**config.mk**
```make
export PLATFORM = sky130hd
export DESIGN_NAME = complex_mult_arbiter
export DESIGN_NICKNAME = d
export VERILOG_FILES = /design/src/rtl/complex_mult_arbiter.sv
export SDC_FILE = /design/constraint.sdc
export NUM_CORES = 1
export LEC_CHECK = 0
export ABC_AREA = 0
export CAP_MARGIN = 10
export CORE_AREA = 10 10 172 174
export DETAILED_ROUTE_END_ITERATION = 10
export DIE_AREA = 0 0 182 184
export SLEW_MARGIN = 20
export SYNTH_ARGS = -nofsm -noshare
export SYNTH_HDL_FRONTEND = slang
export SYNTH_SLANG_ARGS = --single-unit
export TNS_END_PERCENT = 30
```
**constraint.sdc**
```tcl
create_clock -name i_clk -period 2.3 [get_ports i_clk]
set_clock_uncertainty 0.05 [all_clocks]
set_input_delay 0.46 -clock i_clk [delete_from_list [all_inputs] [get_ports i_clk]]
set_output_delay 0.46 -clock i_clk [all_outputs]
set_load 0.1 [all_outputs]
```
**src/rtl/complex_mult_arbiter.sv**
```systemverilog
// Round-robin arbiter that feeds two requesters into one shared pipelined 18x17
// complex multiplier and routes each product back to the requester that issued it.
module complex_mult_arbiter #(
   parameter int unsigned LATENCY = 4
) (
   input  logic               i_clk,
   input  logic               i_rst,
   input  logic               i_req0_valid,
   output logic               o_req0_ready,
   input  logic signed [17:0] i_req0_ar,
   input  logic signed [17:0] i_req0_ai,
   input  logic signed [16:0] i_req0_br,
   input  logic signed [16:0] i_req0_bi,
   input  logic               i_req1_valid,
   output logic               o_req1_ready,
   input  logic signed [17:0] i_req1_ar,
   input  logic signed [17:0] i_req1_ai,
   input  logic signed [16:0] i_req1_br,
   input  logic signed [16:0] i_req1_bi,
   output logic signed [17:0] o_ar,
   output logic signed [17:0] o_ai,
   output logic signed [16:0] o_br,
   output logic signed [16:0] o_bi,
   input  logic signed [34:0] i_pr,
   input  logic signed [34:0] i_pi,
   output logic               o_res0_valid,
   output logic signed [34:0] o_res0_pr,
   output logic signed [34:0] o_res0_pi,
   output logic               o_res1_valid,
   output logic signed [34:0] o_res1_pr,
   output logic signed [34:0] o_res1_pi,
   output logic [15:0]        o_issue_cnt0,
   output logic [15:0]        o_issue_cnt1
);

   logic               last_grant;   // 1 when requester 1 won the most recent transfer
   logic               xfer0;
   logic               xfer1;
   logic [LATENCY:0]   sr_valid;
   logic [LATENCY:0]   sr_tag;

   // Requester 0 wins contention whenever requester 1 was served last.
   always_comb begin
      o_req0_ready = 1'b0;
      o_req1_ready = 1'b0;
      if (!i_rst) begin
         if (i_req0_valid && (!i_req1_valid || last_grant)) begin
            o_req0_ready = 1'b1;
         end else if (i_req1_valid) begin
            o_req1_ready = 1'b1;
         end
      end
   end

   always_comb begin
      xfer0 = i_req0_valid && o_req0_ready;
      xfer1 = i_req1_valid && o_req1_ready;
   end

   always_ff @(posedge i_clk) begin
      if (i_rst) begin
         last_grant <= 1'b1;
      end else if (xfer0 || xfer1) begin
         last_grant <= xfer1;
      end
   end

   always_ff @(posedge i_clk) begin
      if (i_rst) begin
         o_ar <= '0;
         o_ai <= '0;
         o_br <= '0;
         o_bi <= '0;
      end else if (xfer0) begin
         o_ar <= i_req0_ar;
         o_ai <= i_req0_ai;
         o_br <= i_req0_br;
         o_bi <= i_req0_bi;
      end else if (xfer1) begin
         o_ar <= i_req1_ar;
         o_ai <= i_req1_ai;
         o_br <= i_req1_br;
         o_bi <= i_req1_bi;
      end else begin
         o_ar <= '0;
         o_ai <= '0;
         o_br <= '0;
         o_bi <= '0;
      end
   end

   // Stage LATENCY lines up with the multiplier output for the operands issued LATENCY+1 edges ago.
   always_ff @(posedge i_clk) begin
      if (i_rst) begin
         sr_valid <= '0;
         sr_tag   <= '0;
      end else begin
         sr_valid <= {sr_valid[LATENCY-1:0], xfer0 || xfer1};
         sr_tag   <= {sr_tag[LATENCY-1:0], xfer1};
      end
   end

   always_ff @(posedge i_clk) begin
      if (i_rst) begin
         o_issue_cnt0 <= '0;
         o_issue_cnt1 <= '0;
      end else begin
         if (xfer0) begin
            o_issue_cnt0 <= o_issue_cnt0 + 16'd1;
         end
         if (xfer1) begin
            o_issue_cnt1 <= o_issue_cnt1 + 16'd1;
         end
      end
   end

   always_comb begin
      o_res0_valid = !i_rst && sr_valid[LATENCY] && !sr_tag[LATENCY];
      o_res1_valid = !i_rst && sr_valid[LATENCY] &&  sr_tag[LATENCY];
      o_res0_pr    = o_res0_valid ? i_pr : '0;
      o_res0_pi    = o_res0_valid ? i_pi : '0;
      o_res1_pr    = o_res1_valid ? i_pr : '0;
      o_res1_pi    = o_res1_valid ? i_pi : '0;
   end

endmodule

```
After elaboration in Yosys (flattened, before gate mapping)
Index checks and enable logic that the tools add are counted.

Add/sub/neg operators: 2. Muxes and demuxes: 17. Reduce and logical (&&, ||, !) cells: 11.

Operators by type and width (count): $mux W35 (4); $mux W18 (4); $mux W17 (4); $add A16 B1 Y16 const B (2); $logic_and A1 B1 Y1 (6); $mux W1 (5); $logic_not A1 Y1 (3); $logic_or A1 B1 Y1 (2).

Bits in registers: 113. Bits of input ports: 214. Output and inout port bits: 246.

Depth between registers and ports, before layout
Depth in word-level cells: 8. Mapped depth: 6. Depth with buffers taken out: 4.

Least setup slack after synthesis
OpenSTA, ideal clock, no wires.

Kind: input -> output. Start point: input i_rst. End point: output o_res0_pi[25]. Arrival: 2.835 ns. Data required time: 1.790 ns. Setup slack: -1.045 ns. Stages: 3. Buffers on the path: 1. Cells stage by stage: nor3b_1 > clkbuf_1 > and2_1.

Cells in the longest elaborated chain, start to end: 4.

Ends and longest elaborated chain: start, declared (RTL line 7) `input logic i_rst,`; $logic_not A1 Y1 (RTL line 118) `o_res0_valid = !i_rst && sr_valid[LATENCY] && !sr_tag[LATENCY];`; $logic_and A1 B1 Y1 (2 in series) (RTL line 118); via o_res0_valid (RTL line 26) `output logic o_res0_valid,`; $mux W35 (RTL line 121) `o_res0_pi = o_res0_valid ? i_pi : '0;`; end, declared (RTL line 28) `output logic signed [34:0] o_res0_pi,`.

The timed path passes the listed nets, and every way through them passes these cells.

Worst setup path after layout
Start point: register sr_valid[4]. End point: output o_res0_pr[16].

Cells in the longest elaborated chain, start to end: 3.

Ends and longest elaborated chain: start, declared (RTL line 39) `logic [LATENCY:0] sr_valid;`; start signal, assigned (RTL line 98) `sr_valid <= {sr_valid[LATENCY-1:0], xfer0 || xfer1};`; $logic_and A1 B1 Y1 (2 in series) (RTL line 118); $mux W35 (RTL line 120) `o_res0_pr = o_res0_valid ? i_pr : '0;`; end, declared (RTL line 27) `output logic signed [34:0] o_res0_pr,`.

Every way passes these cells.

==> summary.md <==
| Metric | Value |
|---|---|
| Post-synthesis sequential area ratio | 46.9% |
| Pwr dens | about 530 nW/um^2 |
| Cell taking the most area after synthesis | dfxtp_1 |
| R2R cell count | 4 |
| First-pass GRT wire length | a little under 40,000 microns |
| Max-Cap Viols | 0 |
| Final nets | approximately 1,200 |
| Final number of setup-violating endpoints | 0 |
| Detail Placement HPWL | roughly 23,000 microns |
| CP cell instances | nor3b_2, clkbuf_16, and2_1, buf_12 |
| Yosys warns | 0 |
| Post-synth top area share | 46.9% |
| Crit end category | output port |
| Reg2Reg Setup Slack | about 0.56 ns |
| Final wirelength | approximately 27,000 microns |
| Placed Instances | between 1,000 and 1,500 |
| TritonCTS buffer count | 17 |
| Worst-path clk slew | about 0.06 ns |
| Fill cells | between 2,000 and 2,500 |
| Layout cells sized above 1 | between 30 and 40% |
| Vias in the first global route | around 5,600 |
| Vias per cell | roughly 4.2 |
| Max Freq | 0.455 GHz |
| Routed Antenna Nets | 0 |
| Die Wd | 182 microns |
| CTS max path bufs | 2 |
| # IOs | 460 |
| Slew Viols, Final | 0 |
| Worst Tran Pin Value | between 0.5 and 0.6 ns |
| Overflow after GRT | 0 |
| Area delta synth->final | 142% |
| Startpoint types | register |
| Post_cts resized | 0 |
| RR Startpoint | o_issue_cnt0[2] |
| Post-Syn Nets | 725 |
| Final Hold Vio Count | 0 |
| Largest cells by area after synthesis | dfxtp_1, and2_1, a22o_1, xor2_1, clkbuf_1 |
| Largest net degree at the start of global routing | about 70 |
| RSZ-0062 raised after global routing | no |
| Clock root cell | clkbuf_16 |
| Core area | roughly 26,000 sq um |
| Multi-input gate area | approximately 2500 sq um |
| Initial drt markers | between 150 and 200 |
| # hold bufs at CTS | 0 |
| Kind of critical path | register to output port |
| Worst path required time | 1.79 ns |
| Placement Cell Area | approximately 11,000 sq um |
| GP Congestion | 0.826 |
| Chip Height | approximately 180 microns |
| Pre-CTS WS | around 0.018 ns |
| Drt first pass iters | 4 |
| Overall routing resource usage | 15.2% |
| HP Class | register to register |
| Final Worst Setup Slack | 0.103 ns |
| Postcts setup bufs | 0 |
| Crit path max fanout | 71 |
| Worst Setup SP | sr_valid[4] |
| Tmin final | approximately 2.2 ns |
| Power Total | between 6 and 7 mW |
| Crit path DAT | around 1.7 ns |
| Total number of vias | around 5,400 |
| Initial antenna violation count | 0 |
| Leakage dissipation | roughly 4.8 nW |
| CTS H-tree lvls | 4 |
| Hold Path End | sr_valid[1] |
| Post-Layout Cell Count | between 1,000 and 1,500 |
| Row count | approximately 60 |
| Slew margin rel. | 65.5% |
| Register Area | around 2300 sq um |
| Num Clock Sinks | around 110 |
| Hold Startpoint | sr_valid[0] |
| CTS tree | built |
| Drt wl/cell | about 21 microns |
| Starting Density | 18.6% |
| Slowest-stage cell, CP | dfxtp_1 |
| IR drop worst, VDD | about 0.44 mV |
| Register bit total from synthesis | around 110 |
| Outcome | completed |
| Port Buffers | 459 |
| Hold depth | 1 |
| Distinct cell type count after synthesis | 38 |
| Post-route cell area | 11,700 sq um |
| Mapped Cells | 509 |
| Worst r2r dst | o_issue_cnt0[15] |
| Mean Syn Cell Area | 9.48 sq um |
| Max stage delay on crit path | 0.32 ns |
| Die area | around 33,000 sq um |
| Final Core Density | a little under half |
| Fin crit share | a little over nine tenths |
| Post-Syn Area | 4830 sq um |
| DRC Markers | 0 |
| Clk_lat worst skew | approximately 0.40 ns |
## per-layer routing
metal	global-route usage, %	vias up	share of wire, %
met2	27.6	296	52
met4	3.48	0	0.86
li1	-	2670	-
met3	6.73	9	11
met5	0	-	0
met1	15.9	2467	36
## stage by stage
stage | hold WS (ns) | TNS [ns]
after global placement | 0.370 | 0
after CTS | 0.380 | 0
after global routing | 0.397 | 0
final | 0.374 | 0
after detailed placement | 0.371 | 0
after floorplan | 0.364 | -9.25
## cell type report
| cell class | count | area share [%] |
|---|---|---|
| Multi-Input combinational cell | 355 | 21.2 |
| Antenna cell | 1 | 0.0214 |
| Timing Repair Buffer | 473 | 50.6 |
| Tap cell | 335 | 3.59 |
| Clock buffer | 19 | 3.79 |
| Clock inverter | 13 | 1.29 |
| Inverter | 2 | 0.0643 |
| Sequential cell | 113 | 19.4 |
## power breakdown
part,internal [mW],switching [mW]
registers,2.06,0.0369
logic,0.547,0.951
clock network,1.64,1.00
total,4.24,1.99
## logic make-up after synthesis
family / synth area share, %
AO/OA/AOI/OAI: 16.0
XOR/XNOR: 2.90
adder cells (fa/ha/maj): 0.518
buffers and inverters: 3.63
flip-flops: 46.9
multiplexers: 0.467
AND/OR/NAND/NOR: 29.6
## cell usage in the layout (no fill, tap or decap), types with 5 or more instances in the layout
cell	instances
and2_2	36
clkinvlp_4	5
dfxtp_1	109
nand3_1	7
a22o_1	70
o21ai_0	9
xor2_1	14
and2_1	99
nand4_1	11
a21oi_1	15
or3_1	6
inv_6	5
buf_12	145
and2_4	9
nand2_1	15
clkbuf_16	18
clkdlybuf4s50_1	212
nor2b_1	11
buf_4	114
nor2_1	18
## Yosys cell counts (all sizes together)
| library cell | instances |
|---|---|
| nand4b | 1 |
| nand2b | 2 |
| nor4 | 2 |
| and2 | 144 |
| or3 | 7 |
| and4 | 3 |
| nor2 | 20 |
| ha | 2 |
| a21boi | 1 |
| or4b | 1 |
| xor2 | 14 |
| and3b | 1 |
| nor2b | 11 |
| clkbuf | 25 |
| xnor2 | 2 |
| a21oi | 15 |
| a22o | 70 |
| dfxtp | 113 |
| mux2 | 2 |
| nand2 | 15 |
| or4 | 4 |
| inv | 2 |
| nor3b | 1 |
| nand3 | 8 |
| o21ai | 9 |
| buf | 14 |
| o31ai | 4 |
| and3 | 4 |
| nand4 | 12 |
## flip-flops by register name (all words and copies together) (netlist names)
| register | cells |
|---|---|
| last_grant | 1 |
| o_ai | 18 |
| o_ar | 18 |
| o_bi | 17 |
| o_br | 17 |
| o_issue_cnt0 | 16 |
| o_issue_cnt1 | 16 |
| sr_tag | 5 |
| sr_valid | 5 |
## worst max-delay path by stage
stage	end	slack, ns	cells past startpoint
CTS	o_res1_pi[4]	0.07	4
global route	o_res0_pr[23]	0.01	4
floorplan	o_res0_pi[25]	-0.19	3
finish	o_res0_pr[16]	0.10	4
global placement	o_issue_cnt1[15]	0.09	5
detailed placement	o_issue_cnt0[14]	0.02	6
## critical path, delay by kind of cell (launching register included)
kind,cells,cell delay (ns)
buffers and inverters,2,0.48
DFF,1,0.32
and+or+nand+nor,2,0.42
Note: power is estimated with default switching activity, not from simulation.
